--- config.mk ---
export PLATFORM = sky130hd
export DESIGN_NAME = multi_cycle_sequencer_flat
export DESIGN_NICKNAME = d
export VERILOG_FILES = /design/src/rtl/multi_cycle_sequencer_pkg.sv /design/src/rtl/multi_cycle_sequencer_if.sv /design/src/rtl/multi_cycle_sequencer_mem_wait_timer.sv /design/src/rtl/multi_cycle_sequencer.sv /design/src/flat_wrapper.sv
export SDC_FILE = /design/constraint.sdc
export NUM_CORES = 1
export LEC_CHECK = 0
export ABC_AREA = 1
export CORE_MARGIN = 3
export CORE_UTILIZATION = 47
export CTS_CLUSTER_DIAMETER = 30
export DETAILED_ROUTE_END_ITERATION = 8
export HOLD_SLACK_MARGIN = 0.1
export PLACE_DENSITY_LB_ADDON = 0.3
export SLEW_MARGIN = 20
export SYNTH_ARGS = -nofsm -noshare
export SYNTH_HDL_FRONTEND = slang
export SYNTH_HIERARCHICAL = 1
export SYNTH_SLANG_ARGS = --single-unit
--- constraint.sdc ---
create_clock -name clk -period 1.97 [get_ports clk]
set_clock_uncertainty 0.05 [all_clocks]
set_input_delay 0.2955 -clock clk [delete_from_list [all_inputs] [get_ports clk]]
set_output_delay 0.2955 -clock clk [all_outputs]
set_load 0.01 [all_outputs]
--- src/rtl/multi_cycle_sequencer_pkg.sv ---
// multi_cycle_sequencer_pkg: state, opcode and ALU-op encodings shared by the sequencer files
package multi_cycle_sequencer_pkg;

    typedef enum logic [2:0] {
        IDLE       = 3'd0,
        FETCH      = 3'd1,
        DECODE     = 3'd2,
        EXECUTE    = 3'd3,
        MEM        = 3'd4,
        WRITE_BACK = 3'd5,
        BRANCH     = 3'd6,
        FAULT      = 3'd7
    } state_t;

    localparam logic [5:0] OP_RTYPE = 6'b000000;
    localparam logic [5:0] OP_LW    = 6'b000001;
    localparam logic [5:0] OP_SW    = 6'b000010;
    localparam logic [5:0] OP_BEQ   = 6'b000011;

    localparam logic [1:0] ALU_ADD   = 2'b00;
    localparam logic [1:0] ALU_SUB   = 2'b01;
    localparam logic [1:0] ALU_FUNCT = 2'b10;

    function automatic logic is_exec_op(input logic [5:0] op);
        return op == OP_RTYPE || op == OP_LW || op == OP_SW;
    endfunction

endpackage

--- src/rtl/multi_cycle_sequencer_if.sv ---
// multi_cycle_sequencer_if: control and handshake bundle between the sequencer (master) and the datapath (slave)
interface multi_cycle_sequencer_if;
    logic [5:0] opCode;
    logic       registerEqual;
    logic       memReady;
    logic       pcWrite;
    logic       irWrite;
    logic       regWrite;
    logic       memToReg;
    logic       memRead;
    logic       memWrite;
    logic       regDst;
    logic [1:0] aluOp;
    logic       aluSrc;
    logic       branch;
    logic       fault;
    logic [2:0] stateOut;

    modport master (
        input  opCode, registerEqual, memReady,
        output pcWrite, irWrite, regWrite, memToReg, memRead, memWrite,
               regDst, aluOp, aluSrc, branch, fault, stateOut
    );

    modport slave (
        output opCode, registerEqual, memReady,
        input  pcWrite, irWrite, regWrite, memToReg, memRead, memWrite,
               regDst, aluOp, aluSrc, branch, fault, stateOut
    );
endinterface

--- src/rtl/multi_cycle_sequencer_mem_wait_timer.sv ---
// mem_wait_timer: counts cycles a memory access waits for memReady and flags the final allowed cycle
module mem_wait_timer #(
    parameter int MEM_TIMEOUT = 16,
    parameter int TIMER_W     = 8
) (
    input  logic clk,
    input  logic reset,
    input  logic clear,
    input  logic enable,
    input  logic memReady,
    output logic timeout
);

    logic [TIMER_W-1:0] count;

    always_ff @(posedge clk) begin
        if (reset || clear || memReady)
            count <= '0;
        else if (enable)
            count <= count + 1'b1;
    end

    // memReady in the last allowed cycle still completes the access
    assign timeout = enable && !memReady && count == TIMER_W'(MEM_TIMEOUT - 1);

endmodule

--- src/rtl/multi_cycle_sequencer.sv ---
// multi_cycle_sequencer: Moore FSM sequencing a shared multi-cycle datapath with a memory-ready timeout.
// Define MULTI_CYCLE_SEQUENCER_PERF_EN to add retired/stallCycles performance counters.
module multi_cycle_sequencer
    import multi_cycle_sequencer_pkg::*;
#(
    parameter int MEM_TIMEOUT = 16,
    parameter int TIMER_W     = 8
) (
    input  logic clk,
    input  logic reset,
    multi_cycle_sequencer_if.master bus
`ifdef MULTI_CYCLE_SEQUENCER_PERF_EN
    ,
    output logic [31:0] retired,
    output logic [31:0] stallCycles
`endif
);

    state_t     state, next;
    logic [5:0] op_q;
    logic       waiting, timeout;

    assign waiting = state == FETCH || state == MEM;

    // Counter is held at zero outside the wait states, so each entry starts fresh
    mem_wait_timer #(.MEM_TIMEOUT(MEM_TIMEOUT), .TIMER_W(TIMER_W)) u_timer (
        .clk      (clk),
        .reset    (reset),
        .clear    (!waiting),
        .enable   (waiting),
        .memReady (bus.memReady),
        .timeout  (timeout)
    );

    always_ff @(posedge clk) begin
        if (reset) begin
            state <= IDLE;
            op_q  <= '0;
        end else begin
            state <= next;
            if (state == DECODE)
                op_q <= bus.opCode;
        end
    end

    always_comb begin
        next = state;
        case (state)
            IDLE:       next = FETCH;
            FETCH:      next = bus.memReady ? DECODE : timeout ? FAULT : FETCH;
            DECODE:     next = is_exec_op(bus.opCode) ? EXECUTE : bus.opCode == OP_BEQ ? BRANCH : FAULT;
            EXECUTE:    next = op_q == OP_RTYPE ? WRITE_BACK : MEM;
            MEM:        next = bus.memReady ? (op_q == OP_LW ? WRITE_BACK : FETCH) : timeout ? FAULT : MEM;
            WRITE_BACK: next = FETCH;
            BRANCH:     next = FETCH;
            default:    next = FAULT;
        endcase
    end

    assign bus.irWrite  = state == FETCH && bus.memReady;
    assign bus.branch   = state == BRANCH && bus.registerEqual;
    assign bus.pcWrite  = bus.irWrite || bus.branch;
    assign bus.memRead  = state == FETCH || (state == MEM && op_q == OP_LW);
    assign bus.memWrite = state == MEM && op_q == OP_SW;
    assign bus.regWrite = state == WRITE_BACK;
    assign bus.regDst   = state == WRITE_BACK && op_q == OP_RTYPE;
    assign bus.memToReg = state == WRITE_BACK && op_q == OP_LW;
    assign bus.aluOp    = (state == EXECUTE && op_q == OP_RTYPE) ? ALU_FUNCT :
                          state == BRANCH ? ALU_SUB : ALU_ADD;
    assign bus.aluSrc   = (state == EXECUTE && op_q != OP_RTYPE) || state == MEM;
    assign bus.fault    = state == FAULT;
    assign bus.stateOut = state;

`ifdef MULTI_CYCLE_SEQUENCER_PERF_EN
    logic done;

    assign done = state == WRITE_BACK || state == BRANCH ||
                  (state == MEM && op_q == OP_SW && bus.memReady);

    always_ff @(posedge clk) begin
        if (reset) begin
            retired     <= '0;
            stallCycles <= '0;
        end else if (state != FAULT) begin
            retired     <= retired + 32'(done);
            stallCycles <= stallCycles + 32'(waiting && !bus.memReady);
        end
    end
`endif

endmodule
--- src/flat_wrapper.sv ---
// flat-port wrapper written by rule: the top's interface ports become plain ports
module multi_cycle_sequencer_flat import multi_cycle_sequencer_pkg::*;
#(
    parameter int MEM_TIMEOUT = 16,
    parameter int TIMER_W     = 8
)
  (clk, reset, bus_opCode, bus_registerEqual, bus_memReady, bus_pcWrite, bus_irWrite, bus_regWrite, bus_memToReg, bus_memRead, bus_memWrite, bus_regDst, bus_aluOp, bus_aluSrc, bus_branch, bus_fault, bus_stateOut);
  multi_cycle_sequencer_if bus_i ();
  input  logic clk;
  input  logic reset;
  input wire logic [$bits(bus_i.opCode)-1:0] bus_opCode;
  input wire logic [$bits(bus_i.registerEqual)-1:0] bus_registerEqual;
  input wire logic [$bits(bus_i.memReady)-1:0] bus_memReady;
  output wire logic [$bits(bus_i.pcWrite)-1:0] bus_pcWrite;
  output wire logic [$bits(bus_i.irWrite)-1:0] bus_irWrite;
  output wire logic [$bits(bus_i.regWrite)-1:0] bus_regWrite;
  output wire logic [$bits(bus_i.memToReg)-1:0] bus_memToReg;
  output wire logic [$bits(bus_i.memRead)-1:0] bus_memRead;
  output wire logic [$bits(bus_i.memWrite)-1:0] bus_memWrite;
  output wire logic [$bits(bus_i.regDst)-1:0] bus_regDst;
  output wire logic [$bits(bus_i.aluOp)-1:0] bus_aluOp;
  output wire logic [$bits(bus_i.aluSrc)-1:0] bus_aluSrc;
  output wire logic [$bits(bus_i.branch)-1:0] bus_branch;
  output wire logic [$bits(bus_i.fault)-1:0] bus_fault;
  output wire logic [$bits(bus_i.stateOut)-1:0] bus_stateOut;
  assign bus_i.opCode = bus_opCode;
  assign bus_i.registerEqual = bus_registerEqual;
  assign bus_i.memReady = bus_memReady;
  assign bus_pcWrite = bus_i.pcWrite;
  assign bus_irWrite = bus_i.irWrite;
  assign bus_regWrite = bus_i.regWrite;
  assign bus_memToReg = bus_i.memToReg;
  assign bus_memRead = bus_i.memRead;
  assign bus_memWrite = bus_i.memWrite;
  assign bus_regDst = bus_i.regDst;
  assign bus_aluOp = bus_i.aluOp;
  assign bus_aluSrc = bus_i.aluSrc;
  assign bus_branch = bus_i.branch;
  assign bus_fault = bus_i.fault;
  assign bus_stateOut = bus_i.stateOut;
  multi_cycle_sequencer #(.MEM_TIMEOUT(MEM_TIMEOUT), .TIMER_W(TIMER_W)) u_core (.clk(clk), .reset(reset), .bus(bus_i));
endmodule
==> results by stage, run 1 <==
Power:
- The combinational fraction of design power is 0.277.
- The worst-case IR drop observed on VDD is 527 uV.
- The portion of total power attributed to sequential cells is 0.486.
- The internal power summed over all cells is 536 uW.
- The total power consumption of the routed design is around 780 uW.
- The switching power share of the total is 0.316.
- The switching power summed over all nets is roughly 250 uW.
- The power density over cell area is between 500 and 600 nW/um^2.
- The leakage power of the design is slightly above 0.7 nW.
- The clock group share of total power is 0.238.

Die:
- The area of the core is about 1800 um^2.
- The floorplan die width is just over 50 um.
- The height of the die is approximately 50 um.
- The die covers 2650 um^2.
- For this design the top-level I/O count stands at 25.
- For this configuration, the core starts out at a cell density of 0.528.
- The initialized floorplan defines 15 standard-cell rows.

GRT:
- The via count of the first global-routing pass was between 1000 and 1500.
- In this run the most used layer during global routing was met2.
- In the global route stage, met1 resource usage came out at 0.246.
- For met2 alone, demand over resource in global routing was 0.364.
- The met3 usage is 0.0437.
- After global routing the overflow that remains totals 0.
- Entering global routing, the biggest net connects 10 pins.
- The total routing usage reported by global routing is 0.210.
- The first-pass GRT wire length is about 4.2 mm.
- The number of antenna violations at the first check in global routing was 0.

Synth:
- The share of synthesized area in the top cell type comes to 0.351.
- Counting every instance in the synthesized netlist gives ~160.
- The fraction of the mapped netlist area in compound gates was 0.117.
- Of the total synthesized cell area, the portion taken by full adders, half adders and majority gates is 0.0129.
- Synthesis instantiated 18 different standard cells from the library.
- The number of register bits inferred by synthesis is 17.
- The largest area contributor in the netlist is sky130_fd_sc_hd__dfxtp_1.
- The total standard cell area after synthesis is between 900 and 1000 um^2.
- Of the synthesized area, sequential elements account for 0.351.
- The count of synthesis-stage warnings from yosys is 6.
- Of the total synthesized cell area, the portion taken by XOR and XNOR cells is 0.
- The net count of the mapped netlist is 167.
- By area the synthesized netlist is led by sky130_fd_sc_hd__dfxtp_1 35%, sky130_fd_sc_hd__nor2_1 15%, sky130_fd_sc_hd__nand2_1 12%.
- Of the total synthesized cell area, the portion taken by AND, OR, NAND and NOR gates is 0.419.
- The largest family of logic cells by synthesized area is simple AND/OR/NAND/NOR gates.
- After synthesis, the share of cell area in mux cells is 0.
- The average instance area after synthesis is 6.22 um^2.

Critical path:
- The critical path start-end classification is flop to output port.
- Along the worst path, the maximum fanout reaches 6.
- The arrival time at the worst endpoint is 1540 ps.
- The worst setup path is captured at an output port.
- The required time of the critical path is roughly 1600 ps.
- The startpoint kind of the worst setup timing path is a flop.

Clock network:
- The clock-pin slew on the worst setup and hold paths is approximately 90 ps.
- The maximum buffer depth of the clock tree is 2.
- The total number of clock tree sinks is 17.
- The clock reaches the later pin of the worst-skew pair after 290 ps.
- The total CTS buffers is 3.
- The count of hold buffers inserted by post-cts repair is 0.
- The tree is rooted in a sky130_fd_sc_hd__clkbuf_4.
- In this run the number of H-tree levels came out at 1.
- TritonCTS built the clock tree.

STA:
- The tightest slew margin relative to the limit is 0.783.
- Of the available clock period, the critical path in the final layout requires 0.955.
- The number of slew-limit violations in the final report is 0.
- Based on the critical path, the design can be clocked at up to 531 MHz.
- For the pin with the worst max-slew slack, the measured transition is 325 ps.
- The clock period could shrink to ~1900 ps.
- The final count of hold timing violations is 0.
- Setup violations remaining at the end of the flow were counted as 0.

Drt:
- The routed wire length per instance is 11.3 um.
- After detailed routing, the number of remaining DRC violations is 0.
- The total vias in the final route is 1081.
- The number of nets with antenna violations after detailed routing is 0.
- The first-iteration detailed-routing DRC count is 40.
- Before antenna repair, the detailed router went through 4 iterations.
- The number of vias per cell after detailed routing is 5.00.
- Summed over all layers, the routed wires come to 2.44 mm.

Final layout:
- For this run, the post-layout net count is 203.
- Leaving out fill and tap cells, the most frequent cell in the layout is sky130_fd_sc_hd__nor2_1.
- The finished layout holds approximately 220 standard cells, fillers aside.
- The repair_antennas step left the layout with diodes totalling 0.
- The area added between synthesis and finish is 39.2%.
- Leaving out fill and tap cells, the most frequent cells in the layout are 34 x sky130_fd_sc_hd__nor2_1, 31 x sky130_fd_sc_hd__nand2_1, 21 x sky130_fd_sc_hd__inv_1.
- Of the cells placed in the final design, the portion with a size suffix greater than 1 is 0.162.
- The fill cell total of the finished layout is 165.

Job:
- The tool flagged a number of max-cap violations equal to 0.

Place:
- The placed cell count is between 200 and 250.
- After legalization and detailed placement, the total HPWL measured slightly below 2 mm.
- The final weighted congestion of routability-driven global placement is about 0.9.
- The count of buffers added on input and output ports is 24.

Worst hold path:
- The min-delay analysis places its worst path in the category flop to flop.

Run status:
- The run finished with clean final reports.
[stage by stage]
stage / area (um^2) / hold WS [ps] / TNS [ps] / setup WS (ps) / util
finish: 1350 / 447 / 0 / 88.5 / 0.735
global route: 1350 / 488 / -11.5 / -8.09 / 0.735
CTS: 1320 / 449 / -259 / -79.2 / 0.716
detailed placement: 1290 / 435 / 0 / 80.2 / 0.700
global placement: 1290 / 421 / 0 / 94.7 / 0.700
floorplan: 971 / 308 / 0 / 94.0 / -
[routing by layer]
layer,up-vias,wire (um)
li1,560,-
met1,482,1060
met2,37,1200
met3,2,166
met4,0,17
met5,-,0
[power by group through the flow]
| stage | sequential, mW | combinational, mW | clock, mW |
|---|---|---|---|
| after global placement | 0.384 | 0.205 | 0 |
| after floorplan | 0.388 | 0.111 | 0 |
| final | 0.380 | 0.216 | 0.186 |
| after CTS | 0.380 | 0.209 | 0.194 |
| after detailed placement | 0.385 | 0.212 | 0 |
| after global routing | 0.383 | 0.242 | 0.207 |
[Yosys cell counts]
cell / n
sky130_fd_sc_hd__a21oi_1: 8
sky130_fd_sc_hd__a21oi_2: 2
sky130_fd_sc_hd__dfxtp_1: 17
sky130_fd_sc_hd__ha_1: 1
sky130_fd_sc_hd__inv_1: 21
sky130_fd_sc_hd__inv_2: 5
sky130_fd_sc_hd__nand2_1: 31
sky130_fd_sc_hd__nand2_2: 2
sky130_fd_sc_hd__nand3_1: 11
sky130_fd_sc_hd__nand3_2: 2
sky130_fd_sc_hd__nand4_1: 2
sky130_fd_sc_hd__nor2_1: 39
sky130_fd_sc_hd__nor2_4: 2
sky130_fd_sc_hd__nor3_1: 1
sky130_fd_sc_hd__nor3_4: 1
sky130_fd_sc_hd__o21ai_0: 7
sky130_fd_sc_hd__o21ai_1: 3
sky130_fd_sc_hd__o22ai_1: 1
[area by class of cell]
type,count,area [um^2],area share
flip-flops and latches,17,348,0.257
well taps,25,31.3,0.0231
clock buffers,4,26.3,0.0194
repair buffers,31,303,0.224
multi-input cells,113,546,0.404
inverters,26,97.6,0.0722
[timing repair]
action | CTS | global route
setup buffers | 0 | 1
setup endpoints to repair | 10 | 12
gates resized for setup | 8 | 11
pin swaps | 0 | 1
[cells by family after synthesis]
kind of cell / Yosys count
simple gates: 91
fa+ha+maj: 1
buf+inv: 26
flops: 17
compound gates: 21
[worst paths after layout]
path	to	slack, ps	depth (start not counted)	from
max	bus_fault	90	4	u_core/bus.stateOut[2]
min	u_core/u_timer/count[1]	450	2	u_core/u_timer/count[1]
max reg2reg	u_core/bus.stateOut[2]	180	15	u_core/bus.stateOut[1]
min reg2reg	u_core/u_timer/count[1]	450	2	u_core/u_timer/count[1]
[registers in the layout, indices dropped and copies added (netlist names)]
| name | cells |
|---|---|
| u_core/u_timer/count | 8 |
| u_core/op_q | 6 |
| u_core/bus.stateOut | 3 |
[critical path: stages (launching register included)]
cell and delay, ps:
sky130_fd_sc_hd__dfxtp_4 400, sky130_fd_sc_hd__buf_4 140, sky130_fd_sc_hd__nand3_1 80, sky130_fd_sc_hd__inv_1 90
sky130_fd_sc_hd__clkdlybuf4s50_1 540
(Power assumes the default switching activity.)
==> inputs of run 2 (changes only) <==
--- a/config.mk
+++ b/config.mk
@@ -12,7 +12,7 @@
 export DETAILED_ROUTE_END_ITERATION = 8
 export HOLD_SLACK_MARGIN = 0.1
 export PLACE_DENSITY_LB_ADDON = 0.3
-export SLEW_MARGIN = 20
+export SLEW_MARGIN = 30
 export SYNTH_ARGS = -nofsm -noshare
 export SYNTH_HDL_FRONTEND = slang
 export SYNTH_HIERARCHICAL = 1
==> results of run 2 <==
The final DEF is identical to that of run 1; final timing and power are the same.
==> inputs of run 3 (changes only) <==
--- a/config.mk
+++ b/config.mk
@@ -6,6 +6,7 @@
 export NUM_CORES = 1
 export LEC_CHECK = 0
 export ABC_AREA = 1
+export ABC_CLOCK_PERIOD_IN_PS = 1970
 export CORE_MARGIN = 3
 export CORE_UTILIZATION = 47
 export CTS_CLUSTER_DIAMETER = 30
==> results of run 3 <==
The final DEF is identical to that of run 1; final timing and power are the same.
